===== config.mk =====
export PLATFORM = sky130hd
export DESIGN_NAME = color_vote_filter
export DESIGN_NICKNAME = d
export VERILOG_FILES = /design/src/rtl/color_pkg.sv /design/src/rtl/vote_history_ring.sv /design/src/rtl/color_vote_filter.sv
export SDC_FILE = /design/constraint.sdc
export NUM_CORES = 1
export LEC_CHECK = 0
export CAP_MARGIN = 15
export CORE_UTILIZATION = 30
export DETAILED_ROUTE_END_ITERATION = 12
export SETUP_SLACK_MARGIN = 0.5
export SLEW_MARGIN = 20
export SYNTH_ARGS = -nofsm -noshare
export SYNTH_HDL_FRONTEND = slang
export SYNTH_SLANG_ARGS = --single-unit

===== constraint.sdc =====
create_clock -name clk -period 4.06 [get_ports clk]
set_input_delay 0.812 -clock clk [delete_from_list [all_inputs] [get_ports clk]]
set_output_delay 0.812 -clock clk [all_outputs]
set_load 0.02 [all_outputs]

===== src/rtl/color_pkg.sv =====
// Shared types for the colour vote filter: class encoding and vote FSM states.
// Latency: none (types and constants only).
// Backpressure: none (types and constants only).
package color_pkg;

  localparam int COLOR_W = 2;

  typedef enum logic [COLOR_W-1:0] {
    COLOR_NONE  = 2'd0,
    COLOR_RED   = 2'd1,
    COLOR_GREEN = 2'd2,
    COLOR_BLUE  = 2'd3
  } color_t;

  typedef enum logic [1:0] {
    FILL      = 2'd0,
    STEADY    = 2'd1,
    CANDIDATE = 2'd2
  } vote_state_t;

endpackage


===== src/rtl/vote_history_ring.sv =====
// Circular history of accepted frames (class + confidence) with fill tracking.
// Latency: write lands on the clock edge; evicted entry is combinational from wr_ptr.
// Backpressure: none; one write per cycle, the oldest entry is overwritten once full.
// Ports:
//   clk, reset_n          clock, asynchronous active-low reset
//   clear                 synchronous clear of storage, pointer and fill
//   wr_en/wr_class/wr_conf  write one accepted frame at wr_ptr
//   evict_class/evict_conf  entry currently at wr_ptr (the one the next write replaces)
//   window_full           history holds 2**WINDOW_LOG2 frames
module vote_history_ring #(
  parameter int CLS_W       = 2,
  parameter int CONF_W      = 16,
  parameter int WINDOW_LOG2 = 2
) (
  input  logic              clk,
  input  logic              reset_n,
  input  logic              clear,
  input  logic              wr_en,
  input  logic [CLS_W-1:0]  wr_class,
  input  logic [CONF_W-1:0] wr_conf,
  output logic [CLS_W-1:0]  evict_class,
  output logic [CONF_W-1:0] evict_conf,
  output logic              window_full
);

  localparam int WINDOW = 1 << WINDOW_LOG2;

  logic [CLS_W-1:0]       cls_mem  [WINDOW];
  logic [CONF_W-1:0]      conf_mem [WINDOW];
  logic [WINDOW_LOG2-1:0] wr_ptr;
  logic [WINDOW_LOG2:0]   fill;

  always_ff @(posedge clk or negedge reset_n) begin
    if (!reset_n) begin
      for (int i = 0; i < WINDOW; i++) begin
        cls_mem[i]  <= '0;
        conf_mem[i] <= '0;
      end
      wr_ptr <= '0;
      fill   <= '0;
    end else if (clear) begin
      for (int i = 0; i < WINDOW; i++) begin
        cls_mem[i]  <= '0;
        conf_mem[i] <= '0;
      end
      wr_ptr <= '0;
      fill   <= '0;
    end else if (wr_en) begin
      cls_mem[wr_ptr]  <= wr_class;
      conf_mem[wr_ptr] <= wr_conf;
      wr_ptr           <= wr_ptr + 1'b1;  // wraps naturally modulo WINDOW
      if (!window_full) fill <= fill + 1'b1;
    end
  end

  assign evict_class = cls_mem[wr_ptr];
  assign evict_conf  = conf_mem[wr_ptr];
  // fill saturates at WINDOW, so its MSB is set exactly when the window is full
  assign window_full = fill[WINDOW_LOG2];

endmodule


===== src/rtl/color_vote_filter.sv =====
// N-frame majority vote filter with hysteresis for per-frame ROI colour detections.
// Latency: result_ready 2 cycles after color_valid; fully pipelined, one frame per cycle.
// Backpressure: none; every color_valid yields one result_ready unless flushed.
// Ports:
//   clk, reset_n        clock, asynchronous active-low reset
//   flush               synchronous clear of history and state; drops any in-flight frame
//   detected_color/color_valid/color_confidence   raw per-frame detection
//   stable_color/stable_confidence   filtered class and window confidence average
//   result_ready/frame_rejected      per-frame result pulse, low-confidence flag
//   window_full, stale  history full; staleness timeout fired
// Optional feature: define COLOR_VOTE_TIMEOUT_EN to enable the staleness timeout.
module color_vote_filter
  import color_pkg::*;
#(
  parameter int NUM_CLASSES    = 4,
  parameter int WINDOW_LOG2    = 2,
  parameter int MAJORITY       = 3,
  parameter int CONF_W         = 16,
  parameter int MIN_CONFIDENCE = 100,
  parameter int HOLD_FRAMES    = 2,
  parameter int TIMEOUT_CYCLES = 2**22
) (
  input  logic                           clk,
  input  logic                           reset_n,
  input  logic                           flush,
  input  logic [$clog2(NUM_CLASSES)-1:0] detected_color,
  input  logic                           color_valid,
  input  logic [CONF_W-1:0]              color_confidence,
  output logic [$clog2(NUM_CLASSES)-1:0] stable_color,
  output logic [CONF_W-1:0]              stable_confidence,
  output logic                           result_ready,
  output logic                           frame_rejected,
  output logic                           window_full,
  output logic                           stale
);

  localparam int CLS_W  = $clog2(NUM_CLASSES);
  localparam int WINDOW = 1 << WINDOW_LOG2;
  localparam int CNT_W  = WINDOW_LOG2 + 1;
  localparam int SUM_W  = CONF_W + WINDOW_LOG2;
  localparam int HW     = $clog2(HOLD_FRAMES + 1);

  if (2 * MAJORITY <= WINDOW || MAJORITY > WINDOW) begin : g_bad_majority
    $error("MAJORITY must satisfy WINDOW/2 < MAJORITY <= WINDOW");
  end
  if (TIMEOUT_CYCLES < 2) begin : g_bad_timeout
    $error("TIMEOUT_CYCLES must be at least 2");
  end

  logic [CLS_W-1:0]  in_class, evict_class, winner;
  logic [CONF_W-1:0] evict_conf;
  logic [SUM_W-1:0]  conf_sum, evict_term;
  logic [CNT_W-1:0]  count [NUM_CLASSES];
  logic              inc_vec [NUM_CLASSES];
  logic              dec_vec [NUM_CLASSES];
  logic              accept, below_min, s1_vld, s1_rej, eval, to_fire, found;

  vote_state_t       state, state_n;
  logic [CLS_W-1:0]  cand, cand_n, stable_n;
  logic [HW-1:0]     hold_cnt, hold_n;

  // Out-of-range classes vote as NONE.
  always_comb begin
    in_class = detected_color;
    if ({1'b0, detected_color} >= (CLS_W+1)'(NUM_CLASSES)) in_class = '0;
  end

  assign below_min = color_confidence < CONF_W'(MIN_CONFIDENCE);
  assign accept    = color_valid && !flush && !below_min;
  assign eval      = s1_vld && !s1_rej;

  vote_history_ring #(.CLS_W(CLS_W), .CONF_W(CONF_W), .WINDOW_LOG2(WINDOW_LOG2)) u_ring (
    .clk         (clk),
    .reset_n     (reset_n),
    .clear       (flush || to_fire),
    .wr_en       (accept),
    .wr_class    (in_class),
    .wr_conf     (color_confidence),
    .evict_class (evict_class),
    .evict_conf  (evict_conf),
    .window_full (window_full)
  );

  // A class that is both added and evicted keeps its count.
  always_comb begin
    for (int c = 0; c < NUM_CLASSES; c++) begin
      inc_vec[c] = (CLS_W'(c) == in_class);
      dec_vec[c] = window_full && (CLS_W'(c) == evict_class);
    end
  end

  assign evict_term = window_full ? SUM_W'(evict_conf) : '0;

  // Lowest class index holding a strict majority; MAJORITY > WINDOW/2 rules out ties.
  always_comb begin
    winner = CLS_W'(COLOR_NONE);
    found  = 1'b0;
    for (int c = 0; c < NUM_CLASSES; c++) begin
      if (!found && count[c] >= CNT_W'(MAJORITY)) begin
        winner = CLS_W'(c);
        found  = 1'b1;
      end
    end
  end

  always_comb begin
    state_n  = state;
    stable_n = stable_color;
    cand_n   = cand;
    hold_n   = hold_cnt;
    if (to_fire) begin
      state_n  = FILL;
      stable_n = '0;
      cand_n   = '0;
      hold_n   = '0;
    end else if (eval) begin
      case (state)
        FILL: begin
          if (window_full) begin
            state_n  = STEADY;
            stable_n = winner;
          end
        end
        STEADY: begin
          if (winner != stable_color) begin
            hold_n = HW'(1);
            if (HOLD_FRAMES == 1) begin
              stable_n = winner;
            end else begin
              state_n = CANDIDATE;
              cand_n  = winner;
            end
          end
        end
        CANDIDATE: begin
          if (winner == cand) begin
            hold_n = hold_cnt + 1'b1;
            if (hold_n >= HW'(HOLD_FRAMES)) begin
              stable_n = cand;
              state_n  = STEADY;
            end
          end else if (winner == stable_color) begin
            state_n = STEADY;
          end else begin
            cand_n = winner;
            hold_n = HW'(1);
          end
        end
        default: state_n = FILL;
      endcase
    end
  end

  always_ff @(posedge clk or negedge reset_n) begin
    if (!reset_n) begin
      for (int c = 0; c < NUM_CLASSES; c++) count[c] <= '0;
      conf_sum          <= '0;
      s1_vld            <= 1'b0;
      s1_rej            <= 1'b0;
      result_ready      <= 1'b0;
      frame_rejected    <= 1'b0;
      stable_confidence <= '0;
      state             <= FILL;
      stable_color      <= '0;
      cand              <= '0;
      hold_cnt          <= '0;
    end else if (flush) begin
      for (int c = 0; c < NUM_CLASSES; c++) count[c] <= '0;
      conf_sum          <= '0;
      s1_vld            <= 1'b0;
      s1_rej            <= 1'b0;
      result_ready      <= 1'b0;
      frame_rejected    <= 1'b0;
      stable_confidence <= '0;
      state             <= FILL;
      stable_color      <= '0;
      cand              <= '0;
      hold_cnt          <= '0;
    end else begin
      // stage 1: history, counters and running sum
      s1_vld <= color_valid;
      s1_rej <= below_min;
      if (to_fire) begin
        for (int c = 0; c < NUM_CLASSES; c++) count[c] <= '0;
        conf_sum <= '0;
      end else if (accept) begin
        for (int c = 0; c < NUM_CLASSES; c++) begin
          if (inc_vec[c] && !dec_vec[c])      count[c] <= count[c] + 1'b1;
          else if (dec_vec[c] && !inc_vec[c]) count[c] <= count[c] - 1'b1;
        end
        conf_sum <= conf_sum + SUM_W'(color_confidence) - evict_term;
      end
      // stage 2: result pulse and FSM
      result_ready   <= s1_vld || to_fire;
      frame_rejected <= s1_vld && s1_rej;
      if (eval) stable_confidence <= conf_sum[SUM_W-1:WINDOW_LOG2];
      state        <= state_n;
      stable_color <= stable_n;
      cand         <= cand_n;
      hold_cnt     <= hold_n;
    end
  end

`ifdef COLOR_VOTE_TIMEOUT_EN
  localparam int TO_W = $clog2(TIMEOUT_CYCLES + 1);
  logic [TO_W-1:0] to_cnt;
  logic            armed;

  // Only armed while the history holds something; an in-flight frame defers the timeout.
  assign to_fire = armed && (to_cnt >= TO_W'(TIMEOUT_CYCLES - 1)) && !color_valid && !s1_vld;

  always_ff @(posedge clk or negedge reset_n) begin
    if (!reset_n) begin
      to_cnt <= '0;
      armed  <= 1'b0;
      stale  <= 1'b0;
    end else if (flush) begin
      to_cnt <= '0;
      armed  <= 1'b0;
      stale  <= 1'b0;
    end else if (accept) begin
      to_cnt <= '0;
      armed  <= 1'b1;
      stale  <= 1'b0;
    end else if (to_fire) begin
      to_cnt <= '0;
      armed  <= 1'b0;
      stale  <= 1'b1;
    end else if (armed && to_cnt < TO_W'(TIMEOUT_CYCLES - 1)) begin
      to_cnt <= to_cnt + 1'b1;
    end
  end
`else
  assign to_fire = 1'b0;
  assign stale   = 1'b0;
`endif

endmodule

* Yosys cells after proc, flatten, opt, wreduce, memory -nomap -nowiden
Index checks and enable logic that the tools add are counted. W data, S select, Z words.
Word-level totals: register bits after elaboration 135, bits of input ports 22, output and inout port bits 22, word-level logic and storage cells 194
Cells by class: add/subtract/negate cells 13, $lt $le $gt $ge 8, equality and inequality tests 21, multiplexer cells 72, bitwise gates (word level) 1, reduce and logical (&&, ||, !) cells 54
Operators with widths (count):
- $mux W64 | 2
- $mux W16 | 6
- $bwmux W64 | 1
- $mux W2 | 29
- $mux W18 | 2
- $mux W3 | 11
- $bmux W16 S2 | 1
- $demux W16 S2 | 1
- $mux W12 | 2
- $logic_and A1 B1 Y1 | 20
- $add A18 B16 Y18 | 1
- $reduce_bool A3 Y1 | 6
- $sub A18 B16 Y18 | 1
- $lt A16 B7 Y1 const B | 1
- $mux W8 | 2
- $add A3 B1 Y3 const B | 5
- $ne A3 B3 Y1 const B | 5
- $reduce_and A5 Y1 | 3
- $logic_not A1 Y1 | 14
- $ge A3 B2 Y1 const B | 4
- $ne A4 B4 Y1 const B | 3
- $pmux W2 S2 | 3
- $sub A3 B1 Y3 const B | 4
- $reduce_and A2 Y1 | 5
- other kinds (21) | 37

* Logic depth before layout (Yosys ltp)
Gate-level depths: netlist (run 1).
word-level depth 17, gate-level depth with buffers 13, depth with buffers taken out 12

* By module
Synthesis (run 1) repeated with hierarchy kept, for this count alone.
Unflattened totals: cell total of the unflattened synthesis 896, area total of the unflattened synthesis 7998.9 um2
By module, submodules not included:
- color_vote_filter | times used 1, cells each 533, area each 4375.4 um2, seq. area each 1451.4 um2
- vote_history_ring | times used 1, cells each 363, area each 3623.5 um2, seq. area each 1926.8 um2

* Worst setup path after synthesis (run 1)
No wires, ideal clock.
kind register to register, start point register u_ring.wr_ptr[0], end point register conf_sum[15], setup time 126 ps, arrival 3707 ps, required time 3934 ps, path slack 227 ps, stages on the path, launching flop included 14, path buffers 2, period minus slack after synthesis 3833 ps, path through dfrtp_1 -> buf_6 -> buf_2 -> mux4_2 -> and2_1 -> fa_1 -> inv_1 -> ha_1 -> and2_1 -> a311o_1 -> nor4_2 -> a21oi_1 -> a211o_1 -> a221o_1
Between the ends: cells in the longest elaborated chain, start to end 8
Ends and longest elaborated chain:
- from (decl) | line vote_history_ring.sv:30 | logic [WINDOW_LOG2-1:0] wr_ptr;
- from (signal assigned) | line vote_history_ring.sv:51 | wr_ptr <= wr_ptr + 1'b1;
- $not A2 Y3 (not written as such) | line vote_history_ring.sv:57 | assign evict_conf = conf_mem[wr_ptr];
- $bmux W16 S2 | line vote_history_ring.sv:57
- $mux W16 (not written as such) (2 in a row) | line vote_history_ring.sv:57
- $mux W16 | line color_vote_filter.sv:92 | assign evict_term = window_full ? SUM_W'(evict_conf) : '0;
- $sub A18 B16 Y18 | line color_vote_filter.sv:191 | conf_sum <= conf_sum + SUM_W'(color_confidence) - evict_term;
- $mux W18 | line color_vote_filter.sv:186 | end else if (accept) begin
- $mux W18 | line color_vote_filter.sv:167 | end else if (flush) begin
- to (signal assigned) | line color_vote_filter.sv:191
- to (decl) | line color_vote_filter.sv:52 | logic [SUM_W-1:0] conf_sum, evict_term;
Every way passes these cells. The select of a mux whose other input is x is not followed. A chain may end at the register's enable or synchronous reset.

* Worst setup path in the final report (run 1)
start point register u_ring.wr_ptr[0], end point register conf_sum[13]
The elaborated chain is that of the path after synthesis.

==> results.cfg, run 1 <==
[placed_design]
io_buffers = 42
placed_area_um2 = 8890
gp_congestion = 0.831
dp_hpwl_um = 13700

[final_layout]
seqCellArea_um2 = 3380
multi_input_area_um2 = 4290
drive_above_1_share_pct = 14.0
final_util_pct = 37.8
fin_area_um2 = 9860
antenna_cells = 0
synthToLayoutAreaGrowth_pct = 23.5
nNetsFinal = 1001
fillers = 2614

[detailed_routing]
routedWlPerCell_um = 15.8
drt_iter0_drc = 449
via_per_inst = 4.99
first_pass_iters = 5
ant_nets = 0
wirelength_um = 20300
drc = 0
via_count = 6408

[worst_setup_path]
max_stage_delay_ps = 550
critPathLaunchType = flop
path_cells = buf_12, mux4_1, and2_1, fa_1, inv_1, ha_1, a211oi_2, o21ai_2, nand4_1, a21oi_2, buf_4, a21o_1, a221o_1
cp_max_fo = 7
crit_arrival_ps = 3890
end_kind = flop
cp_slowest_cell = mux4_1
cp.required_ps = 4370
worstSetupPathType = reg -> reg
reg2regPathDepth = 13

[global_routing]
track_usage_pct = 16.1
grt_pass1_wl_um = 33600
antenna_found_initial = 0
overflow = 0
first_global_vias = 6303
grt_max_degree = 93

[hold_path]
hold_path.class = in -> async

[clock_tree]
clock_sinks = 135
clk_pin_slew_worst_paths_ps = 60
cts_tree = yes
hold_buffers = 0
h-tree-depth = 4
clk_latency_ps = 430
cts_buffers = 17
cts_buffer_depth = 2
clockRootBuffer = clkbuf_16

[logic_synthesis]
synth-main-ff-cell = dfrtp_1
async_reset_ff_share_pct = 100
synth_top_area_share_pct = 42.3
synth_area_um2 = 7980
ys_ff_latch = 135
synth_edf_count = 0
seq_area_frac_synth_pct = 42.3
syn_nets = 937
synth_area_leaders = dfrtp_1 42%, nand2_1 7.0%, o21ai_0 5.6%
yosysUniqueCellTypes = 63
synth_area_per_cell_um2 = 9.15
synthCells = 872
synth-warning-count = 0
yosysTopAreaCell = dfrtp_1

[floorplan]
ioPinCount = 44
row_count = 59
core_um2 = 26100
die_h_um = 165
start_util_pct = 30.6
die_w_um = 165
die_area_um2 = 27300

[sta]
slew-limit-headroom_pct = 42.7
fin_crit_sh_pct = 88.3
final_hold_viol_count = 0
slew_violations = 0
setup_tns_ps = 0
fmax_mhz = 279
grt_setup_unrepaired = true
tightest_slew_ps = 859
clock_skew_ps = 8.21
period_needed_ps = 3590
setup_viol = 0

[power]
p_per_area_nw_per_um2 = 495
peakVddDrop_uv = 315
power.leakage_nw = 4.33

[job]
drv_cap = 0

[run_status]
status = complete, no violations
## cell usage in the layout (no fill, tap or decap), types with 3 or more instances in the layout
master and instances:
clkbuf_8 3, a211o_1 3, nand3_1 58, and2_4 3, a211oi_1 9, fa_1 19
clkdlybuf4s50_1 40, a21o_1 13, and2_1 22, o21ai_0 85, dfrtp_1 134, bufinv_16 3
inv_1 83, o21a_1 7, xnor2_1 8, buf_4 46, o21ai_2 3, nor4_1 4
nor2_1 31, o311ai_0 4, nor3_1 9, nor3b_1 3, a21oi_1 37, ha_4 8
nand4_1 6, mux2i_1 8, nand2b_1 7, ha_1 11, nor2b_1 9, a21oi_2 6
clkinvlp_4 4, mux4_1 6, xor2_1 8, or3_1 4, nand2_1 148, clkbuf_16 17
mux4_2 12, ha_2 4
## final timing paths
kind / start / to / slack (ps)
worst min-delay path: reset_n / u_ring.conf_mem[49] / 480
worst min register to register: u_ring.conf_mem[48] / u_ring.conf_mem[48] / 500
worst max register to register: u_ring.wr_ptr[0] / conf_sum[13] / 470
min in group clk: u_ring.conf_mem[48] / u_ring.conf_mem[48] / 500
worst max-delay path: u_ring.wr_ptr[0] / conf_sum[13] / 470
max in group asynchronous: reset_n / stable_confidence[13] / 2790
## metal layers
metal,up-vias,GRT usage [%],wire (um)
li1,3134,-,-
met1,3107,23.0,9810
met4,0,4.50,355
met3,20,3.77,976
met2,147,24.3,9140
met5,-,0,0
## through the flow
| stage | total power [W] | worst slack (ps) | hold WS [ps] | std cells |
|---|---|---|---|---|
| after floorplan | 0.00253 | 418 | 467 | 872 |
| after detailed placement | 0.00295 | 90.1 | 493 | 1234 |
| after global placement | 0.00293 | 152 | 484 | 1234 |
| final | 0.00487 | 474 | 482 | 1284 |
| after CTS | 0.00471 | 446 | 508 | 1275 |
| after global routing | 0.00517 | 341 | 531 | 1284 |
## power by group
part | internal (W) | switching (W) | leakage [nW]
registers | 0.00146 | 0.000113 | 1.85
clock network | 0.00101 | 0.000602 | 0.291
logic | 0.000789 | 0.000901 | 2.19
## critical path: cells and delay by family (launching register included)
family	cells	cell delay (ps)
muxes	1	550
adders and majority gates	2	800
buffers and inverters	3	370
and+or+nand+nor	2	400
AOI/OAI and AO/OA	5	950
DFF	1	380
## synthesized netlist by cell type (all sizes together), types with 3 or more instances
| cell | number |
|---|---|
| nand2b | 8 |
| xor2 | 8 |
| nor2 | 31 |
| a211oi | 11 |
| nand3 | 58 |
| buf | 14 |
| dfrtp | 135 |
| nor3 | 9 |
| o311ai | 5 |
| nand2 | 148 |
| mux4 | 18 |
| and2 | 25 |
| fa | 20 |
| o31ai | 3 |
| a21oi | 44 |
| o21a | 7 |
| clkbuf | 32 |
| ha | 23 |
| xnor2 | 8 |
| mux2i | 8 |
| o21ai | 89 |
| nand4 | 6 |
| a21o | 13 |
| a211o | 3 |
| nor2b | 9 |
| a41oi | 3 |
| o41ai | 3 |
| nor4 | 5 |
| nor3b | 3 |
| or3 | 4 |
| a31oi | 3 |
| inv | 85 |
## cell type report
class | instances | share of cell area [%]
Multi-Input combinational cell | 606 | 43.5
Sequential cell | 135 | 34.3
Inverter | 85 | 3.24
Timing Repair Buffer | 91 | 8.42
Tap cell | 335 | 4.25
Clock inverter | 11 | 1.50
Clock buffer | 21 | 4.77
## repair_timing
item	in CTS	in global routing
setup buffers	8	9
endpoints found under the setup margin	9	10
gates cloned	1	0
pin swaps	9	16
resized for setup	15	26
## sequential cells by signal, summed over array words and instances, names as in the netlist
name	cells
s1_vld	1
u_ring.wr_ptr	2
conf_sum	18
result_ready	1
stable_color	2
hold_cnt	2
frame_rejected	1
cand	2
u_ring.conf_mem	64
count	12
stable_confidence	16
state	2
u_ring.cls_mem	8
s1_rej	1
u_ring.fill	3
## cells by family after synthesis
kind of cell,Yosys count,share of synthesized area (%)
simple gates,313,18.2
other cells,1,0.0470
flops,135,42.3
mux,26,6.36
buf+inv,131,6.43
xor+xnor,16,1.76
fa+ha+maj,43,8.62
compound gates,207,16.3
Power figures use the tool's default switching activity.
==> run 2: changes to the inputs <==
==> constraint.sdc (replaced) <==
create_clock -name clk -period 4.06 [get_ports clk]
set_input_delay 0.406 -clock clk [delete_from_list [all_inputs] [get_ports clk]]
set_output_delay 0.406 -clock clk [all_outputs]
set_load 0.02 [all_outputs]
==> results.cfg, run 2 (synthesis results as in run 1) <==
[floorplan]
core_um2 = 26100
die_w_um = 165
start_util_pct = 30.6
die_area_um2 = 27300
row_count = 59
ioPinCount = 44
die_h_um = 165

[clock_tree]
cts_tree = yes
cts_buffer_depth = 2
clk_latency_ps = 420
cts_buffers = 17
h-tree-depth = 4
clk_pin_slew_worst_paths_ps = 60
clockRootBuffer = clkbuf_16
clock_sinks = 135

[sta]
tightest_slew_ps = 860
clock_skew_ps = 7.17
hold_ws_ps = 61.1
slew_violations = 0
fmax_mhz = 283
period_needed_ps = 3540
setup_tns_ps = 0
final_hold_viol_count = 0
setup_ws_ps = 524
slew-limit-headroom_pct = 42.0
grt_setup_unrepaired = true
setup_viol = 0
fin_crit_sh_pct = 87.1

[power]
internal-power_w = 0.00320
power_frac_comb_pct = 32.4
switchingPower_w = 0.00156
swShare_pct = 32.8
seqPwrFrac_pct = 32.8
pwr-share-clk_pct = 34.8
power.leakage_nw = 4.20
p_per_area_nw_per_um2 = 490
peakVddDrop_uv = 273

[detailed_routing]
drc = 0
routedWlPerCell_um = 15.7
drt_iter0_drc = 458
via_count = 6212
wirelength_um = 19800
first_pass_iters = 5
via_per_inst = 4.93
ant_nets = 0

[run_status]
status = complete, no violations

[global_routing]
overflow = 0
track_usage_pct = 15.5
grt_max_degree = 85
first_global_vias = 6096
antenna_found_initial = 0
grt_pass1_wl_um = 32700

[placed_design]
dp_hpwl_um = 13600
pre_cts_slack_ps = 279
io_buffers = 42
gp_congestion = 0.848
dp_cells = 1221

[final_layout]
final_common_cell = nand2_1
nNetsFinal = 978
layout_common_cells = 148 x nand2_1, 133 x dfrtp_1, 85 x o21ai_0
fillers = 2604
drive_above_1_share_pct = 12.1
top_register = u_ring.conf_mem
final_cell_count_no_fill = 1260
final_util_pct = 37.2
antenna_cells = 0
largest_register_ff_count = 64
seqCellArea_um2 = 3380
reg_top3 = u_ring.conf_mem: 64 flops, conf_sum: 18 flops, stable_confidence: 16 flops
multi_input_area_um2 = 4280
synthToLayoutAreaGrowth_pct = 21.5

[worst_setup_path]
critPathLaunchType = flop
cp_num_buf_inv = 2
path_cells = buf_12, mux4_2, and2_4, fa_1, inv_2, ha_4, and2_4, a311o_1, nor4_4, a21oi_4, a211o_1, a221o_1
path_common_cell = and2_4
crit_arrival_ps = 3840
end_kind = flop
critPathTopFamily = compound AO/OA/AOI/OAI gates
reg2regPathDepth = 12
cp_max_fo = 5
worstSetupPathType = reg -> reg
crit_cells = 12
cp_slowest_cell = mux4_2
cp.required_ps = 4360
max_stage_delay_ps = 490

[hold_path]
hold_path.class = in -> async

[job]
drv_cap = 0
[run 2: area by class of cell]
cell class	instances	share of cell area, %
clock buffer	20	4.71
clock inverter	11	1.79
inverter	85	3.29
multi-input combinational	606	44.2
sequential	135	34.9
tap	335	4.32
timing repair buffer	68	6.83
[run 2: path summary, 6_finish.rpt]
kind / startpoint / to / slack (ps)
max in group asynchronous: reset_n / conf_sum[10] / 3150
min in group clk: flush / u_ring.conf_mem[15] / 360
min reg2reg: s1_rej / frame_rejected / 500
min: reset_n / u_ring.conf_mem[54] / 60
max reg2reg: u_ring.wr_ptr[0] / conf_sum[15] / 520
max: u_ring.wr_ptr[0] / conf_sum[15] / 520
[run 2: metal layers]
layer	vias up	share of wire [%]	global-route usage [%]
met5	-	0	0
met4	0	1.5	5.38
met3	18	4.7	3.17
met2	157	44	22.5
met1	2949	50	22.6
li1	3088	-	-
[run 2: power groups by stage]
stage / clock network [W] / registers, W / logic, W
after floorplan: 0 / 0.00155 / 0.000980
after global placement: 0 / 0.00158 / 0.00131
after detailed placement: 0 / 0.00158 / 0.00132
after CTS: 0.00169 / 0.00156 / 0.00138
after global routing: 0.00174 / 0.00157 / 0.00171
final: 0.00165 / 0.00156 / 0.00154
[run 2: stage by stage]
stage | instance area [um^2] | total power, W
4_1_cts | 9520 | 0.00463
2_1_floorplan | 8020 | 0.00253
5_1_grt | 9700 | 0.00502
3_3_place_gp | 8790 | 0.00288
6_report | 9700 | 0.00475
3_5_place_dp | 8790 | 0.00290
[run 2: timing repair]
| item | CTS | global route |
|---|---|---|
| pin swaps | 5 | 10 |
| hold buffers | 0 | 0 |
| gates cloned | 0 | 1 |
| setup endpoints to repair | 9 | 10 |
| resized for setup | 10 | 31 |
| buffers inserted | 5 | 2 |
==> run 3: changes to the inputs <==
- CORE_UTILIZATION: 30 -> 25
- CTS_BUF_LIST: unset -> sky130_fd_sc_hd__clkbuf_4
==> results.cfg, run 3 (synthesis results as in run 1) <==
[final_layout]
top_register = u_ring.conf_mem
fin_area_um2 = 9310
drive_above_1_share_pct = 10.2
final_common_cell = nand2_1
nNetsFinal = 970
fillers = 3263
largest_register_ff_count = 64
layout_common_cells = 148 x nand2_1, 133 x dfrtp_1, 86 x o21ai_0
reg_top3 = u_ring.conf_mem: 64 flops, conf_sum: 18 flops, stable_confidence: 16 flops
synthToLayoutAreaGrowth_pct = 16.7

[clock_tree]
clk_pin_slew_worst_paths_ps = 120
cts_buffers = 17
clockRootBuffer = clkbuf_4
clk_latency_ps = 560
cts_buffer_depth = 2
h-tree-depth = 4
clock_sinks = 135
cts_tree = yes

[floorplan]
row_count = 65
ioPinCount = 44
die_h_um = 181
start_util_pct = 25.4
die_area_um2 = 32600
core_um2 = 31500
die_w_um = 181

[sta]
fin_crit_sh_pct = 87.2
period_needed_ps = 3540
setup_viol = 0
setup_tns_ps = 0
tightest_slew_ps = 865
grt_setup_unrepaired = true
fmax_mhz = 282
clock_skew_ps = 17.0
hold_ws_ps = 184
slew_violations = 0
final_hold_viol_count = 0
slew-limit-headroom_pct = 41.6

[placed_design]
io_buffers = 42
dp_hpwl_um = 13900
placed_area_um2 = 8840
gp_congestion = 0.846

[worst_setup_path]
cp.required_ps = 4510
crit_arrival_ps = 3990
crit_cells = 12
end_kind = flop
r2r_start = u_ring.wr_ptr[0]
cp_max_fo = 10
critPathLaunchType = flop
max_stage_delay_ps = 570
ff2ff_setup_slack_ps = 520
r2r_end = conf_sum[15]
critPathTopFamily = compound AO/OA/AOI/OAI gates
cp_num_buf_inv = 2
cp_slowest_cell = mux4_1
crit_start = u_ring.wr_ptr[0]
worstSetupPathType = reg -> reg
reg2regPathDepth = 12
path_cells = buf_12, mux4_1, and2_1, fa_1, inv_1, ha_4, o21ai_0, o21ai_1, nand4_1, a21oi_2, a2111oi_1, a221o_1

[hold_path]
hold_start = flush
hold_path.class = in -> reg
whs_path_depth = 2
hold-path-endpoint = u_ring.conf_mem[63]

[detailed_routing]
met1_length_um = 9750
route.met3.wl_um = 874
via_per_inst = 4.74
drc = 0
wirelength_um = 19900
route.met2.wl_um = 8980
routed.top_layer = met4
drt_iter0_drc = 398
via_count = 6262
ant_nets = 0
routedWlPerCell_um = 15.0
first_pass_iters = 5

[power]
p_per_area_nw_per_um2 = 415
power.total_w = 0.00386
power.leakage_nw = 4.01
peakVddDrop_uv = 187

[job]
drv_cap = 0

[global_routing]
antenna_found_initial = 1
overflow = 0
track_usage_pct = 12.7
grt_pass1_wl_um = 33100
grt_max_degree = 104
first_global_vias = 6188

[run_status]
status = complete, no violations
-- run 3: changes by cell type in the layout (fill, tap and decap cells not counted), moves of 3 or more --
cell / delta
buf_4: -7
bufinv_16: -3
clkbuf_16: -18
clkbuf_4: +19
ha_1: +3
mux4_1: +3
mux4_2: -3
o21ai_2: -3
-- run 3: stage by stage --
step | setup WS [ps] | util, % | cells
6_report | 519 | 29.6 | 1321
3_3_place_gp | 282 | 28.1 | 1283
2_1_floorplan | 418 | - | 872
4_1_cts | 488 | 29.2 | 1319
5_1_grt | 345 | 29.6 | 1321
3_5_place_dp | 232 | 28.1 | 1283
-- run 3: layer usage --
| layer | track usage [%] | vias to the layer above |
|---|---|---|
| met3 | 2.79 | 19 |
| met4 | 4.27 | 0 |
| met1 | 17.4 | 3044 |
| met5 | 0 | - |
| met2 | 19.6 | 124 |
| li1 | - | 3075 |
-- run 3: worst register-to-register path, delay by kind of cell, from the launching register on --
| kind | cells | cell delay, ps |
|---|---|---|
| AO/OA/AOI/OAI | 5 | 1050 |
| adder cells (fa/ha/maj) | 2 | 740 |
| buffers and inverters | 2 | 230 |
| flip-flops | 1 | 440 |
| multiplexers | 1 | 580 |
| AND/OR/NAND/NOR | 2 | 410 |
-- run 3: final cells by class --
class	instances	area [um^2]	area share (%)
well taps	402	503	5.40
diodes	1	2.50	0.0269
flip-flops and latches	135	3380	36.3
multi-input cells	606	4240	45.5
inverters	85	319	3.43
repair buffers	60	612	6.57
clock inverters	13	109	1.17
clock buffers	19	143	1.53
-- run 3: where the power goes --
group / switching, W / total (W) / internal, W
clock: 0.000513 / 0.000824 / 0.000311
combinational: 0.000834 / 0.00148 / 0.000647
sequential: 0.000107 / 0.00156 / 0.00145
total: 0.00145 / 0.00386 / 0.00241
-- run 3: what timing repair did --
item                                    CTS  global route
endpoints found under the setup margin   10            10
buffers inserted                          2             0
pin swaps                                 4             4
resized for setup                        11            17
cloned                                    1             0
hold endpoints to repair                 45             0
hold buffers                              1             0
-- run 3: worst max-delay path by stage --
stage / end / slack, ps
final: conf_sum[15] / 520
after global routing: conf_sum[15] / 340
after CTS: conf_sum[16] / 490
after detailed placement: conf_sum[16] / 230
after global placement: conf_sum[16] / 280
after floorplan: conf_sum[15] / 420
